<file path="src/rtl/lisa_autobaud_pkg.sv">
// lisa_autobaud_pkg: shared state encoding, constants and helpers for the
// LISA debug-UART automatic baud-rate detector.
package lisa_autobaud_pkg;

  typedef enum logic [2:0] {
    IDLE,
    WAIT_IDLE,
    WAIT_START,
    MEASURE,
    CALC,
    LOCKED
  } ab_state_t;

  // 0x55 sent LSB-first yields five falling edges spanning eight bit periods
  localparam int AB_SYNC_EDGES = 5;
  // 8 bits * 16 ticks per bit = 128 ticks across the measured span
  localparam int AB_OVS_SHIFT  = 7;
  localparam int AB_ROUND      = 64;
  localparam int AB_R_MIN      = 2;
  localparam int AB_R_MAX      = 128;
  // Width of the stored first-gap reference used by the gap checker
  localparam int AB_GAP_W      = 13;

  // True when a gap lies within a quarter of the reference gap
  function automatic logic gap_within(input logic [AB_GAP_W-1:0] gap,
                                      input logic [AB_GAP_W-1:0] i1);
    logic [AB_GAP_W-1:0] diff;
    diff = (gap > i1) ? (gap - i1) : (i1 - gap);
    return diff <= (i1 >> 2);
  endfunction

endpackage

</file>
<file path="src/rtl/lisa_sync_fedge.sv">
// lisa_sync_fedge: two-flop synchronizer for the asynchronous serial line
// plus a falling-edge detector on the synchronized signal. Flops reset to
// the idle-high level so leaving reset never fakes an edge.
module lisa_sync_fedge (
  input  logic clk,
  input  logic rst_n,
  input  logic rxd,
  output logic sync_out,
  output logic fall
);

  logic sync_meta_reg;
  logic sync_d0_reg;
  logic sync_d1_reg;

  // Synchronizer chain followed by one delay stage for edge detection
  always_ff @(posedge clk or negedge rst_n) begin
    if (!rst_n) begin
      sync_meta_reg <= 1'b1;
      sync_d0_reg   <= 1'b1;
      sync_d1_reg   <= 1'b1;
    end else begin
      sync_meta_reg <= rxd;
      sync_d0_reg   <= sync_meta_reg;
      sync_d1_reg   <= sync_d0_reg;
    end
  end

  assign sync_out = sync_d0_reg;
  assign fall     = sync_d1_reg & ~sync_d0_reg;

endmodule

</file>
<file path="src/rtl/lisa_autobaud.sv">
// lisa_autobaud: measures the bit period of a 0x55 sync character on rxd
// and loads a 16x oversampling divider into the debug baud generator.
// Optional build macro: LISA_AUTOBAUD_CHECK_EN enables per-gap consistency
// checking against the first measured gap (rejects non-0x55 and glitches).
module lisa_autobaud
  import lisa_autobaud_pkg::*;
#(
  parameter int CNT_W    = 15,
  parameter int IDLE_MIN = 64
) (
  input  logic       clk,
  input  logic       rst_n,
  input  logic       arm,
  input  logic       rxd,
  output logic [6:0] baud_div,
  output logic       baud_set,
  output logic       locked,
  output logic       err
);

  localparam int IDLE_W = $clog2(IDLE_MIN + 1);
  localparam int R_W    = CNT_W - AB_OVS_SHIFT + 1;

  logic sync_out;
  logic fall;

  lisa_sync_fedge u_sync (
    .clk      (clk),
    .rst_n    (rst_n),
    .rxd      (rxd),
    .sync_out (sync_out),
    .fall     (fall)
  );

  ab_state_t         state_reg,    state_next;
  logic [IDLE_W-1:0] idle_cnt_reg, idle_cnt_next;
  logic [CNT_W-1:0]  total_reg,    total_next;
  logic [CNT_W-1:0]  intv_reg,     intv_next;
  logic [2:0]        edge_cnt_reg, edge_cnt_next;
  logic [6:0]        baud_div_reg, baud_div_next;
  logic              baud_set_reg, baud_set_next;
  logic              locked_reg,   locked_next;
  logic              err_reg,      err_next;

  logic              overflow;
  logic [R_W-1:0]    r_val;
  logic              r_in_range;
  logic              gap_fail;

  // Counter pinned at all-ones means the span no longer fits
  assign overflow   = (total_reg == {CNT_W{1'b1}});
  // Rounded divide of the 8-bit span by 128 ticks
  assign r_val      = R_W'(({1'b0, total_reg} + (CNT_W+1)'(AB_ROUND)) >> AB_OVS_SHIFT);
  assign r_in_range = (r_val >= R_W'(AB_R_MIN)) && (r_val <= R_W'(AB_R_MAX));

`ifdef LISA_AUTOBAUD_CHECK_EN
  logic [AB_GAP_W-1:0] i1_reg, i1_next;
  logic [CNT_W-1:0]    gap;
  logic [AB_GAP_W-1:0] gap_sat;

  // intv counts from zero after an edge, so the gap is one more than intv
  assign gap      = intv_reg + CNT_W'(1);
  assign gap_sat  = (gap > CNT_W'(2**AB_GAP_W - 1)) ? {AB_GAP_W{1'b1}} : AB_GAP_W'(gap);
  // Only edges after the reference gap has been captured are checked
  assign gap_fail = (edge_cnt_reg != 3'd1) && !gap_within(gap_sat, i1_reg);
`else
  assign gap_fail = 1'b0;
`endif

  // All registers: async clear to IDLE with every counter and output at zero
  always_ff @(posedge clk or negedge rst_n) begin
    if (!rst_n) begin
      state_reg    <= IDLE;
      idle_cnt_reg <= '0;
      total_reg    <= '0;
      intv_reg     <= '0;
      edge_cnt_reg <= '0;
      baud_div_reg <= '0;
      baud_set_reg <= 1'b0;
      locked_reg   <= 1'b0;
      err_reg      <= 1'b0;
`ifdef LISA_AUTOBAUD_CHECK_EN
      i1_reg       <= '0;
`endif
    end else begin
      state_reg    <= state_next;
      idle_cnt_reg <= idle_cnt_next;
      total_reg    <= total_next;
      intv_reg     <= intv_next;
      edge_cnt_reg <= edge_cnt_next;
      baud_div_reg <= baud_div_next;
      baud_set_reg <= baud_set_next;
      locked_reg   <= locked_next;
      err_reg      <= err_next;
`ifdef LISA_AUTOBAUD_CHECK_EN
      i1_reg       <= i1_next;
`endif
    end
  end

  // Next-state and datapath updates for the detection sequence
  always_comb begin
    state_next    = state_reg;
    idle_cnt_next = idle_cnt_reg;
    total_next    = total_reg;
    intv_next     = intv_reg;
    edge_cnt_next = edge_cnt_reg;
    baud_div_next = baud_div_reg;
    baud_set_next = 1'b0;
    locked_next   = locked_reg;
    err_next      = 1'b0;
`ifdef LISA_AUTOBAUD_CHECK_EN
    i1_next       = i1_reg;
`endif

    case (state_reg)
      IDLE: begin
        if (arm) begin
          state_next    = WAIT_IDLE;
          idle_cnt_next = '0;
        end
      end

      WAIT_IDLE: begin
        if (!sync_out) begin
          idle_cnt_next = '0;
        end else if (idle_cnt_reg == IDLE_W'(IDLE_MIN - 1)) begin
          idle_cnt_next = '0;
          state_next    = WAIT_START;
        end else begin
          idle_cnt_next = idle_cnt_reg + IDLE_W'(1);
        end
      end

      WAIT_START: begin
        if (fall) begin
          total_next    = '0;
          intv_next     = '0;
          edge_cnt_next = 3'd1;
          state_next    = MEASURE;
        end
      end

      MEASURE: begin
        if (overflow) begin
          // Saturated span takes priority over any coincident edge
          err_next      = 1'b1;
          idle_cnt_next = '0;
          state_next    = WAIT_IDLE;
        end else begin
          total_next = total_reg + CNT_W'(1);
          intv_next  = intv_reg + CNT_W'(1);
          if (fall) begin
            intv_next     = '0;
            edge_cnt_next = edge_cnt_reg + 3'd1;
`ifdef LISA_AUTOBAUD_CHECK_EN
            if (edge_cnt_reg == 3'd1) begin
              i1_next = gap_sat;
            end
`endif
            if (gap_fail) begin
              err_next      = 1'b1;
              idle_cnt_next = '0;
              state_next    = WAIT_IDLE;
            end else if (edge_cnt_reg == 3'(AB_SYNC_EDGES - 1)) begin
              state_next = CALC;
            end
          end
        end
      end

      CALC: begin
        if (r_in_range) begin
          baud_div_next = 7'(r_val - R_W'(1));
          baud_set_next = 1'b1;
          locked_next   = 1'b1;
          state_next    = LOCKED;
        end else begin
          err_next      = 1'b1;
          idle_cnt_next = '0;
          state_next    = WAIT_IDLE;
        end
      end

      LOCKED: begin
        if (arm) begin
          locked_next   = 1'b0;
          idle_cnt_next = '0;
          state_next    = WAIT_IDLE;
        end
      end

      default: begin
        state_next = IDLE;
      end
    endcase
  end

  assign baud_div = baud_div_reg;
  assign baud_set = baud_set_reg;
  assign locked   = locked_reg;
  assign err      = err_reg;

endmodule
</file>
<file path="config.mk">
export PLATFORM = sky130hd
export DESIGN_NAME = lisa_autobaud
export DESIGN_NICKNAME = d
export VERILOG_FILES = /design/src/rtl/lisa_autobaud_pkg.sv /design/src/rtl/lisa_sync_fedge.sv /design/src/rtl/lisa_autobaud.sv
export SDC_FILE = /design/constraint.sdc
export NUM_CORES = 1
export LEC_CHECK = 0
export ABC_AREA = 1
export CORE_UTILIZATION = 56
export DETAILED_ROUTE_END_ITERATION = 16
export PLACE_DENSITY = 0.76
export SLEW_MARGIN = 0
export SYNTH_ARGS = -nofsm -noshare
export SYNTH_HDL_FRONTEND = slang
export SYNTH_HIERARCHICAL = 1
export SYNTH_SLANG_ARGS = --single-unit
</file>
<file path="constraint.sdc">
create_clock -name clk -period 2.46 [get_ports clk]
set_input_delay 0.492 -clock clk [delete_from_list [all_inputs] [get_ports clk]]
set_output_delay 0.492 -clock clk [all_outputs]
set_load 0.05 [all_outputs]
</file>
==> run summary, run 1 <==
Syn Inst Count - 293
Synth Cell Area - 0.002430 mm2
H-tree lvl count - 2
CP startpoint kind - register
Wire per inst - 12.24 um
Cell Chain, Critical Path - ha_1 > nand2_1 > inv_1 > nor2_1 > ha_1 > nor2_1 > and3_1 > nand2_1 > nand3_4 > nand3_4 > nand2_1 > nand2_1
# setup viols final - 0
Final wirelength - 4442 um
Largest net degree at the start of global routing - 42
# fillers - 367
Total power - 1.987 mW
Commonest cells in the netlist - 60 x nand2_1, 38 x dfrtp_1, 35 x inv_1, 28 x nor2_1, 23 x nand3_1
Row count - 23
Layout cells sized above 1 - 13.42%
Die H - 67.87 um
Via count - 1945
Dpl hpwl - 3106 um
Ys Warns - 6
GP Congestion - 0.7958
Final period utilization - 91.29%
Cell Pwr Density - 734.7 mW/mm2
Vias in the first global route - 1769
Max-cap violations - 0
Setup TNS - 0 ns
Grt total ovfl - 0
Die area - 0.004606 mm2
Final Hold Fails - 0
EDFF count, synth - 0
Actual slew at the worst max-slew pin - 0.8867 ns
Clock sinks - 41
Netlist cell types - 37
Yosys top cell by area - dfrtp_1
First drt pass iteration count - 4
Hold Buf Count CTS - 0
Max stage delay on crit path - 0.43 ns
Fmax - 0.4453 GHz
Final Skew - 0.005463 ns
Clk Latency, worst-skew pair - 0.30 ns
Area grow syn2layout - 11.33%
Top post-synthesis cells by area - dfrtp_1 39%, nand2_1 9.3%, inv_1 5.4%
Outcome - finished clean
RSZ-0062 raised after global routing - false
Initial antenna violation count - 0
Fin. max-slew vios - 0
CORE AREA - 0.004086 mm2
Global-route wire length before repair - 7555 um
Routed vias/inst - 5.358
Synthesized area per cell - 8.293 um2
Leakage - 1.310 nW
DR DRC count - 0
Crit-path slowest cell - dfrtp_1
CP required - 2.71 ns
Share of the synthesized area in the top cell type - 39.13%
Crit path DAT - 2.49 ns
CTS tree - done
Worst vdd ir - 0.3743 mV
Post-synth ARST share - 100.0%
Clock transition at path regs - 0.08 ns
Starting Density - 59.46%
I/O pin total - 14
Fin crit period - 2.246 ns
Max Buffers Root-to-Sink - 2
Clk root buf - clkbuf_8
CTS buffer count - 5
R2R Path Start - total_reg[6]
Primary FF master, synth - dfrtp_1
Worst Setup SP - total_reg[6]
Die width - 67.87 um
Cell mode on critical path - nand2_1
Most common cell in the netlist - nand2_1
Gr usage total - 22.30%
Worst hold slack - 0.3102 ns
Crit. End Element - register
Hold Crit Class - in2async
Largest register FFs - 15
Initial DRC count - 124
Synth Register Bits - 41
Seq/Total Area, Yosys - 42.38%
Final Net Count - 323
Antenna fix cells - 0
Slew HR - 40.89%
Post-route ant nets - 0
CP Max Fanout - 12
Synthesized Nets - 304
PortBufs - 13
WS Path Type - reg2reg
placed cells by master (no fill, tap or decap), types with 2 or more instances in the layout:
cell type,count
o21ai_1,2
nor2_4,4
a21oi_1,7
nor2_2,5
nand3_4,4
nand4_1,13
o21ai_0,13
nand2_2,4
clkinv_2,2
xnor2_1,5
and3_1,2
nand2_1,60
buf_4,2
xor2_1,10
inv_1,35
dfrtp_1,38
nand3_1,23
nor2_1,28
dfstp_2,3
nor3_1,4
nand2_4,3
clkdlybuf4s50_1,12
clkbuf_8,5
o22ai_1,2
ha_1,7
o21ai_2,6
power breakdown:
part / internal, mW / switching, mW / total (mW) / leakage [nW]
logic: 0.222 / 0.497 / 0.719 / 0.717
registers: 0.765 / 0.0696 / 0.835 / 0.548
clock network: 0.197 / 0.237 / 0.434 / 0.0450
through the flow:
| stage | instance area (um2) | util [%] | setup slack, ns | std cells |
|---|---|---|---|---|
| 2_1_floorplan | 2430 | - | 0.4732 | 293 |
| 3_5_place_dp | 2597 | 63.56 | 0.1515 | 354 |
| 6_report | 2705 | 66.20 | 0.2142 | 363 |
| 3_3_place_gp | 2597 | 63.56 | 0.2503 | 354 |
| 4_1_cts | 2680 | 65.58 | 0.1105 | 362 |
| 5_1_grt | 2705 | 66.20 | 0.0009612 | 363 |
cell families after synthesis:
kind of cell	share of synthesized area, %
AND/OR/NAND/NOR	33.21
adder cells (fa/ha/maj)	3.604
XOR/XNOR	5.407
AO/OA/AOI/OAI	8.394
flip-flops	42.38
buffers and inverters	7.003
worst paths after layout:
| check | to | slack, ns | cells after the start |
|---|---|---|---|
| max | idle_cnt_reg[5] | 0.21 | 12 |
| min | baud_div[2] | 0.31 | 1 |
| max reg2reg | idle_cnt_reg[5] | 0.21 | 12 |
| min reg2reg | u_sync/sync_out | 0.36 | 0 |
| max in group asynchronous | state_reg[1] | 1.59 | 1 |
| min in group clk | u_sync/sync_out | 0.36 | 0 |
worst max-delay path: cells and delay by family, from the launching register on:
family	cells	cell delay, ns
adder cells (fa/ha/maj)	2	0.51
buffers and inverters	1	0.05
flip-flops	1	0.43
AND/OR/NAND/NOR	9	1.20
cell type report:
| cell class | instances | area [um2] | share of cell area, % |
|---|---|---|---|
| multi-input combinational | 213 | 1255 | 46.39 |
| timing repair buffer | 15 | 140.1 | 5.180 |
| tap | 50 | 62.56 | 2.313 |
| sequential | 41 | 1030 | 38.07 |
| clock buffer | 6 | 72.57 | 2.683 |
| inverter | 36 | 135.1 | 4.995 |
| clock inverter | 2 | 10.01 | 0.3700 |
timing repair:
action                     in CTS  in global routing
setup endpoints to repair       0                 10
buffers inserted                0                  0
hold endpoints to repair        0                  0
gates resized for setup         0                  2
layer usage:
metal	track usage, %	wire length [um]	part of all wire [%]	vias up
li1	-	-	-	999
met1	29.56	2191	49	900
met2	34.03	2007	45	36
met3	5.500	143	3.2	10
met4	10.68	99	2.2	0
met5	0	0	0	-
Power figures use the tool's default switching activity.
==> run 2, diff against run 1 <==
==> constraint.sdc (replaced) <==
create_clock -name clk -period 2.46 [get_ports clk]
set_input_delay 0.369 -clock clk [delete_from_list [all_inputs] [get_ports clk]]
set_output_delay 0.369 -clock clk [all_outputs]
set_load 0.05 [all_outputs]
==> results of run 2 <==
The final DEF is identical to that of run 1. Status: finished clean.
Main changes from that run: hold slack 0.3102 ns -> 0.1872 ns
